File: src/rtl/issue_ctrl_if.sv
// Decode/execute/writeback side of the issue controller, bundled as one interface.
// The master modport is the pipeline driving the controller; the slave modport is issue_ctrl itself.
interface issue_ctrl_if #(
  parameter int NREG  = 32,
  parameter int AW    = 5,
  parameter int CNT_W = 32
);
  logic            id_valid;
  logic            id_rs1_ena;
  logic [AW-1:0]   id_rs1_addr;
  logic            id_rs2_ena;
  logic [AW-1:0]   id_rs2_addr;
  logic            id_rd_ena;
  logic [AW-1:0]   id_rd_addr;
  logic            id_is_bj;
  logic            id_is_term;
  logic            mem_busy;
  logic            wb_valid;
  logic [AW-1:0]   wb_rd_addr;
  logic            ex_bj_valid;
  logic            ex_bj_taken;
  logic            id_ready;
  logic            flush;
  logic            halt;
  logic [NREG-1:0] sb_pending;
  logic [CNT_W-1:0] stall_cnt;

  modport master (
    output id_valid, id_rs1_ena, id_rs1_addr, id_rs2_ena, id_rs2_addr,
           id_rd_ena, id_rd_addr, id_is_bj, id_is_term, mem_busy,
           wb_valid, wb_rd_addr, ex_bj_valid, ex_bj_taken,
    input  id_ready, flush, halt, sb_pending, stall_cnt
  );

  modport slave (
    input  id_valid, id_rs1_ena, id_rs1_addr, id_rs2_ena, id_rs2_addr,
           id_rd_ena, id_rd_addr, id_is_bj, id_is_term, mem_busy,
           wb_valid, wb_rd_addr, ex_bj_valid, ex_bj_taken,
    output id_ready, flush, halt, sb_pending, stall_cnt
  );
endinterface

File: src/rtl/issue_ctrl.sv
// Issue controller: register scoreboard for RAW/WAW hazards, branch serialisation with
// redirect flush, drain-and-halt on the termination opcode, and a saturating stall counter.
module issue_ctrl #(
  parameter int NREG  = 32,
  parameter int AW    = 5,
  parameter int CNT_W = 32
) (
  input  logic clk,
  input  logic rst_n,
  issue_ctrl_if.slave bus
);

  typedef enum logic [1:0] {S_RUN, S_BR_WAIT, S_DRAIN, S_HALT} state_t;

  state_t           r_state;
  state_t           w_state_nxt;
  logic [NREG-1:0]  r_sb;
  logic [NREG-1:0]  w_sb_set;
  logic [NREG-1:0]  w_sb_clr;
  logic [CNT_W-1:0] r_stall_cnt;
  logic             w_hazard;
  logic             w_ready;
  logic             w_flush;
  logic             w_halt;
  logic             w_issue;

  assign w_hazard = (bus.id_rs1_ena && (bus.id_rs1_addr != '0) && r_sb[bus.id_rs1_addr]) ||
                    (bus.id_rs2_ena && (bus.id_rs2_addr != '0) && r_sb[bus.id_rs2_addr]) ||
                    (bus.id_rd_ena  && (bus.id_rd_addr  != '0) && r_sb[bus.id_rd_addr]);
  assign w_issue  = bus.id_valid && w_ready;

  // State register.
  // NOTE: sequential state is written only with non-blocking assignments.
  always_ff @(posedge clk or negedge rst_n) begin
    if (!rst_n) r_state <= S_RUN;
    else        r_state <= w_state_nxt;
  end

  // Next-state logic.
  // NOTE: every always_comb output gets a default first so no latch is inferred.
  always_comb begin
    w_state_nxt = r_state;
    unique case (r_state)
      S_RUN: begin
        if (w_issue && bus.id_is_term)    w_state_nxt = S_DRAIN;
        else if (w_issue && bus.id_is_bj) w_state_nxt = S_BR_WAIT;
      end
      S_BR_WAIT: if (bus.ex_bj_valid) w_state_nxt = S_RUN;
      S_DRAIN:   if ((r_sb == '0) && !bus.mem_busy) w_state_nxt = S_HALT;
      S_HALT:    w_state_nxt = S_HALT;
      default:   w_state_nxt = S_RUN;
    endcase
  end

  // Output logic. id_ready is qualified by rst_n so it reads 0 while reset is held,
  // even though the state register already shows RUN.
  always_comb begin
    w_ready = 1'b0;
    w_flush = 1'b0;
    w_halt  = 1'b0;
    unique case (r_state)
      S_RUN:     w_ready = rst_n && !bus.mem_busy && !w_hazard;
      S_BR_WAIT: w_flush = bus.ex_bj_valid && bus.ex_bj_taken;
      S_DRAIN:   w_ready = 1'b0;
      S_HALT:    w_halt  = 1'b1;
      default:   w_ready = 1'b0;
    endcase
  end

  // Scoreboard: set on issue of a writer, clear on writeback; set wins. x0 is never targeted.
  always_comb begin
    w_sb_set = '0;
    w_sb_clr = '0;
    if (w_issue && bus.id_rd_ena && (bus.id_rd_addr != '0)) w_sb_set[bus.id_rd_addr] = 1'b1;
    if (bus.wb_valid && (bus.wb_rd_addr != '0))             w_sb_clr[bus.wb_rd_addr] = 1'b1;
  end

  always_ff @(posedge clk or negedge rst_n) begin
    if (!rst_n) r_sb <= '0;
    else        r_sb <= (r_sb & ~w_sb_clr) | w_sb_set;
  end

  always_ff @(posedge clk or negedge rst_n) begin
    if (!rst_n) begin
      r_stall_cnt <= '0;
    end else if ((r_state == S_RUN) && bus.id_valid && !w_ready && (r_stall_cnt != '1)) begin
      r_stall_cnt <= r_stall_cnt + 1'b1;
    end
  end

  assign bus.id_ready   = w_ready;
  assign bus.flush      = w_flush;
  assign bus.halt       = w_halt;
  assign bus.sb_pending = r_sb;
  assign bus.stall_cnt  = r_stall_cnt;

endmodule

File: src/flat_wrapper.sv
// flat-port wrapper written by rule: the top's interface ports become plain ports
module issue_ctrl_flat 
#(
  parameter int NREG  = 32,
  parameter int AW    = 5,
  parameter int CNT_W = 32
)
  (clk, rst_n, bus_id_valid, bus_id_rs1_ena, bus_id_rs1_addr, bus_id_rs2_ena, bus_id_rs2_addr, bus_id_rd_ena, bus_id_rd_addr, bus_id_is_bj, bus_id_is_term, bus_mem_busy, bus_wb_valid, bus_wb_rd_addr, bus_ex_bj_valid, bus_ex_bj_taken, bus_id_ready, bus_flush, bus_halt, bus_sb_pending, bus_stall_cnt);
  issue_ctrl_if #(.NREG(NREG), .AW(AW), .CNT_W(CNT_W)) bus_i ();
  input  logic clk;
  input  logic rst_n;
  input wire logic [$bits(bus_i.id_valid)-1:0] bus_id_valid;
  input wire logic [$bits(bus_i.id_rs1_ena)-1:0] bus_id_rs1_ena;
  input wire logic [$bits(bus_i.id_rs1_addr)-1:0] bus_id_rs1_addr;
  input wire logic [$bits(bus_i.id_rs2_ena)-1:0] bus_id_rs2_ena;
  input wire logic [$bits(bus_i.id_rs2_addr)-1:0] bus_id_rs2_addr;
  input wire logic [$bits(bus_i.id_rd_ena)-1:0] bus_id_rd_ena;
  input wire logic [$bits(bus_i.id_rd_addr)-1:0] bus_id_rd_addr;
  input wire logic [$bits(bus_i.id_is_bj)-1:0] bus_id_is_bj;
  input wire logic [$bits(bus_i.id_is_term)-1:0] bus_id_is_term;
  input wire logic [$bits(bus_i.mem_busy)-1:0] bus_mem_busy;
  input wire logic [$bits(bus_i.wb_valid)-1:0] bus_wb_valid;
  input wire logic [$bits(bus_i.wb_rd_addr)-1:0] bus_wb_rd_addr;
  input wire logic [$bits(bus_i.ex_bj_valid)-1:0] bus_ex_bj_valid;
  input wire logic [$bits(bus_i.ex_bj_taken)-1:0] bus_ex_bj_taken;
  output wire logic [$bits(bus_i.id_ready)-1:0] bus_id_ready;
  output wire logic [$bits(bus_i.flush)-1:0] bus_flush;
  output wire logic [$bits(bus_i.halt)-1:0] bus_halt;
  output wire logic [$bits(bus_i.sb_pending)-1:0] bus_sb_pending;
  output wire logic [$bits(bus_i.stall_cnt)-1:0] bus_stall_cnt;
  assign bus_i.id_valid = bus_id_valid;
  assign bus_i.id_rs1_ena = bus_id_rs1_ena;
  assign bus_i.id_rs1_addr = bus_id_rs1_addr;
  assign bus_i.id_rs2_ena = bus_id_rs2_ena;
  assign bus_i.id_rs2_addr = bus_id_rs2_addr;
  assign bus_i.id_rd_ena = bus_id_rd_ena;
  assign bus_i.id_rd_addr = bus_id_rd_addr;
  assign bus_i.id_is_bj = bus_id_is_bj;
  assign bus_i.id_is_term = bus_id_is_term;
  assign bus_i.mem_busy = bus_mem_busy;
  assign bus_i.wb_valid = bus_wb_valid;
  assign bus_i.wb_rd_addr = bus_wb_rd_addr;
  assign bus_i.ex_bj_valid = bus_ex_bj_valid;
  assign bus_i.ex_bj_taken = bus_ex_bj_taken;
  assign bus_id_ready = bus_i.id_ready;
  assign bus_flush = bus_i.flush;
  assign bus_halt = bus_i.halt;
  assign bus_sb_pending = bus_i.sb_pending;
  assign bus_stall_cnt = bus_i.stall_cnt;
  issue_ctrl #(.NREG(NREG), .AW(AW), .CNT_W(CNT_W)) u_core (.clk(clk), .rst_n(rst_n), .bus(bus_i));
endmodule
File: config.mk
export PLATFORM = sky130hd
export DESIGN_NAME = issue_ctrl_flat
export DESIGN_NICKNAME = d
export VERILOG_FILES = /design/src/rtl/issue_ctrl_if.sv /design/src/rtl/issue_ctrl.sv /design/src/flat_wrapper.sv
export SDC_FILE = /design/constraint.sdc
export NUM_CORES = 1
export LEC_CHECK = 0
export BUFFER_PORTS_ARGS = -buffer_cell sky130_fd_sc_hd__buf_2
export CAP_MARGIN = 20
export CORE_ASPECT_RATIO = 1.4
export CORE_UTILIZATION = 45
export CTS_CLUSTER_SIZE = 8
export DETAILED_ROUTE_END_ITERATION = 8
export PLACE_DENSITY = 0.76
export REMOVE_ABC_BUFFERS = 1
export SYNTH_ARGS = -nofsm -noshare
export SYNTH_HDL_FRONTEND = slang
export SYNTH_SLANG_ARGS = --single-unit
File: constraint.sdc
create_clock -name clk -period 5.1 [get_ports clk]
set_clock_uncertainty 0.15 [all_clocks]
set_input_delay 0.765 -clock clk [delete_from_list [all_inputs] [get_ports clk]]
set_output_delay 0.765 -clock clk [all_outputs]
set_load 0.1 [all_outputs]
==> summary.txt <==
Status
  • Outcome: complete, no violations

GRT
  • Vias in the first global route: 3631
  • Largest net degree at the start of global routing: 67
  • GR Util All Layers: 0.263
  • First-pass GRT wire length: 18300 µm
  • GRT Residual Overflow: 0
  • Initial antenna violation count: 0

Timing
  • Setup violators final: 0
  • Final Max Tran Viols: 0
  • Slew headroom: 0.332
  • Worst Tran Pin Value: 1.00 ns
  • Period minus WS final: 4.09 ns
  • Final hold vios: 0
  • RSZ-0062 raised after global routing: no
  • Maximum achievable frequency: 244 MHz
  • Setup TNS: 0 ns
  • Final period util: 0.803

Clock network
  • Clock Latency Late Sink: 0.33 ns
  • Cts repair resizes: 0
  • Setup bufs post-CTS: 0
  • Clk slew on worst S/H paths: 0.05 ns
  • Clk sink count: 66
  • CTS Buffer Depth: 2
  • H-tree Lvls: 3
  • CTS tree: yes
  • Hold Buf Count CTS: 0
  • Root Buffer: clkbuf_16
  • CTS Buf Count: 9

Setup path
  • Max Fanout on Critical Path: 19
  • Setup crit start kind: primary input
  • Element type at the critical path end: output port
  • Worst reg2reg startpoint: u_core.bus.sb_pending[12]
  • Data required, critical path: 4.18 ns
  • Critical Path AT: 3.18 ns
  • Setup CP Type: primary input to output port
  • CP Launch Point: bus_id_rd_addr[1]

Drt
  • Iteration-0 DRC Markers: 482
  • Routed Antenna Nets: 0
  • DRT Pass-1 Iters: 5
  • Vias: 3722
  • DRC viols: 0
  • WL per Instance: 19.7 µm
  • Routed WL: 11700 µm
  • Avg Vias per Cell: 6.30

Logic synthesis
  • Post-synthesis sequential area ratio: 0.413
  • Adder-cell area share of the yosys netlist: 0.00313
  • Cell Area, Synth: 4000 µm²
  • Post-synthesis register bit count: 66
  • Post-synthesis cell type count: 53
  • YS warnings: 0
  • Top-area cell type share of the netlist area: 0.413
  • Top cell type by total area after synthesis: dfrtp_1
  • Mux contribution to synthesized area: 0.143
  • Post-synth EDFFs: 0
  • Main combinational cell family by area after synthesis: simple AND/OR/NAND/NOR gates
  • Simple-Gate Fraction of Synth Area: 0.203
  • Asr flop ratio synth: 1.00
  • Synth Area in XOR/XNOR: 0.0679
  • Prevailing post-synth register cell: dfrtp_1
  • Synthesized area per cell: 10.3 µm²
  • Mapped Cells: 390
  • Top cells by area, synth: dfrtp_1 41%, o21ai_0 8.0%, xnor2_1 6.1%
  • Synth Area in Compound Gates: 0.136

Final layout
  • Share of cells above drive strength 1: 0.307
  • Synthesis-to-layout area growth: 19.8%
  • ANT cells: 0
  • Post-Layout Cell Count: 591
  • Nets: 514

Placement
  • Count of input and output buffers: 98
  • Final GP Congestion: 0.948
  • Final HPWL DP: 8500 µm
  • DP Cell Count: 575

Pwr
  • Pleak: 2.27 nW
  • Pwr/cell area: 358 nW/µm²
  • Max IR drop VDD: 0.000689 V
  • Pwr Total: 0.00171 W

Floorplanning
  • CORE AREA: 8610 µm²
  • Initial Util: 0.464
  • Die Wd: 81.7 µm
  • Die area: 9270 µm²
  • I/O pin cnt: 99
  • Height of the die: 114 µm
  • Rows: 40

Worst hold path
  • HP Start: u_core.bus.stall_cnt[10]
  • HP Class: flop to flop

Job
  • Max cap viols: 0
cells in the mapped netlist (all sizes together), types with 2 or more instances:
| cell | instances |
|---|---|
| and2 | 7 |
| o21ai | 65 |
| and3 | 12 |
| mux2i | 20 |
| nand4 | 14 |
| xor2 | 3 |
| and4 | 6 |
| a2111oi | 2 |
| or3b | 2 |
| clkbuf | 9 |
| nand2 | 20 |
| nand2b | 7 |
| nor2b | 2 |
| inv | 5 |
| o41ai | 3 |
| or4 | 2 |
| nor3 | 4 |
| o22ai | 4 |
| mux4 | 10 |
| and3b | 2 |
| a21oi | 3 |
| nand3 | 20 |
| dfrtp | 66 |
| xnor2 | 28 |
| a41oi | 2 |
| nor4b | 2 |
| nor2 | 12 |
| nand3b | 8 |
| or3 | 2 |
| nor3b | 3 |
| a222oi | 2 |
| mux2 | 13 |
| buf | 10 |
| nor4 | 8 |
final cells by class:
type                            instances  area [µm²]
Clock buffer                           11         233
Clock inverter                          5        31.3
Fill cell                             771        3820
Inverter                                5        18.8
Multi-Input combinational cell        300        2210
Sequential cell                        66        1650
Tap cell                              105         131
Timing Repair Buffer                   99         513
logic make-up (layout without fill, tap and decap cells):
kind of cell	after synthesis	count (layout)
AND/OR/NAND/NOR	134	134
AO/OA/AOI/OAI	91	91
flip-flops	66	66
multiplexers	43	43
XOR/XNOR	31	31
buffers and inverters	24	120
adder cells (fa/ha/maj)	1	1
state kept, by name, indices dropped and copies added, names as in the netlist:
register and count:
u_core.bus.sb_pending 32, u_core.bus.stall_cnt 32, u_core.r_state 2
cell usage in the layout, fill, tap and decap left out, types with 3 or more instances in the layout:
master     instances
nand4_1           14
o21ai_0           64
xor2_1             3
nor3b_1            3
and3_1            12
nand3_2            6
clkinv_2           3
o41ai_1            3
and2_1             7
nand2_1           20
nand2b_1           7
o22ai_1            4
mux2_2            12
xnor2_1           28
inv_1              5
dfrtp_1           66
nor3_1             3
nor2_1            12
nor4_1             8
mux4_2            10
nand3b_1           8
clkbuf_16          9
a21oi_1            3
mux2i_1           20
buf_2             97
and4_1             6
nand3_1           14
worst max-delay path: stages:
cell and delay, ns:
buf_2 0.42, mux4_2 0.57, and3b_1 0.18, a2111oi_2 0.27, nand4_1 0.14, a221o_1 0.46, inv_1 0.17, buf_12 0.19
layer usage:
metal / global-route usage / part of all wire
met1: 0.322 / 0.40
met2: 0.412 / 0.47
met3: 0.0776 / 0.082
met4: 0.142 / 0.048
met5: 0 / 0
stage by stage:
| stage | instance area (µm²) | hold slack (ns) | setup WS [ns] | util |
|---|---|---|---|---|
| floorplan | 3880 | 0.319 | 1.26 | - |
| global placement | 4530 | 0.323 | 1.10 | 0.526 |
| detailed placement | 4530 | 0.329 | 1.03 | 0.526 |
| CTS | 4790 | 0.341 | 1.03 | 0.556 |
| global route | 4790 | 0.359 | 0.843 | 0.556 |
| finish | 4790 | 0.339 | 1.01 | 0.556 |
power by group:
part	leakage (nW)	internal (W)	switching (W)
registers	0.905	0.000565	0.0000608
clock network	0.129	0.000326	0.000215
logic	1.23	0.000120	0.000426
total	2.27	0.00101	0.000702
worst paths after layout:
kind                                       endpoint  slack, ns  cells past startpoint
setup / recovery                       bus_id_ready       1.01                      8
hold / removal             u_core.bus.stall_cnt[10]       0.34                      1
setup reg to reg            u_core.bus.stall_cnt[6]       1.76                      7
hold reg to reg            u_core.bus.stall_cnt[10]       0.34                      1
max in group asynchronous  u_core.bus.sb_pending[8]       3.73                      2
min in group asynchronous  u_core.bus.stall_cnt[26]       0.51                      2
Note: power is estimated with default switching activity, not from simulation.
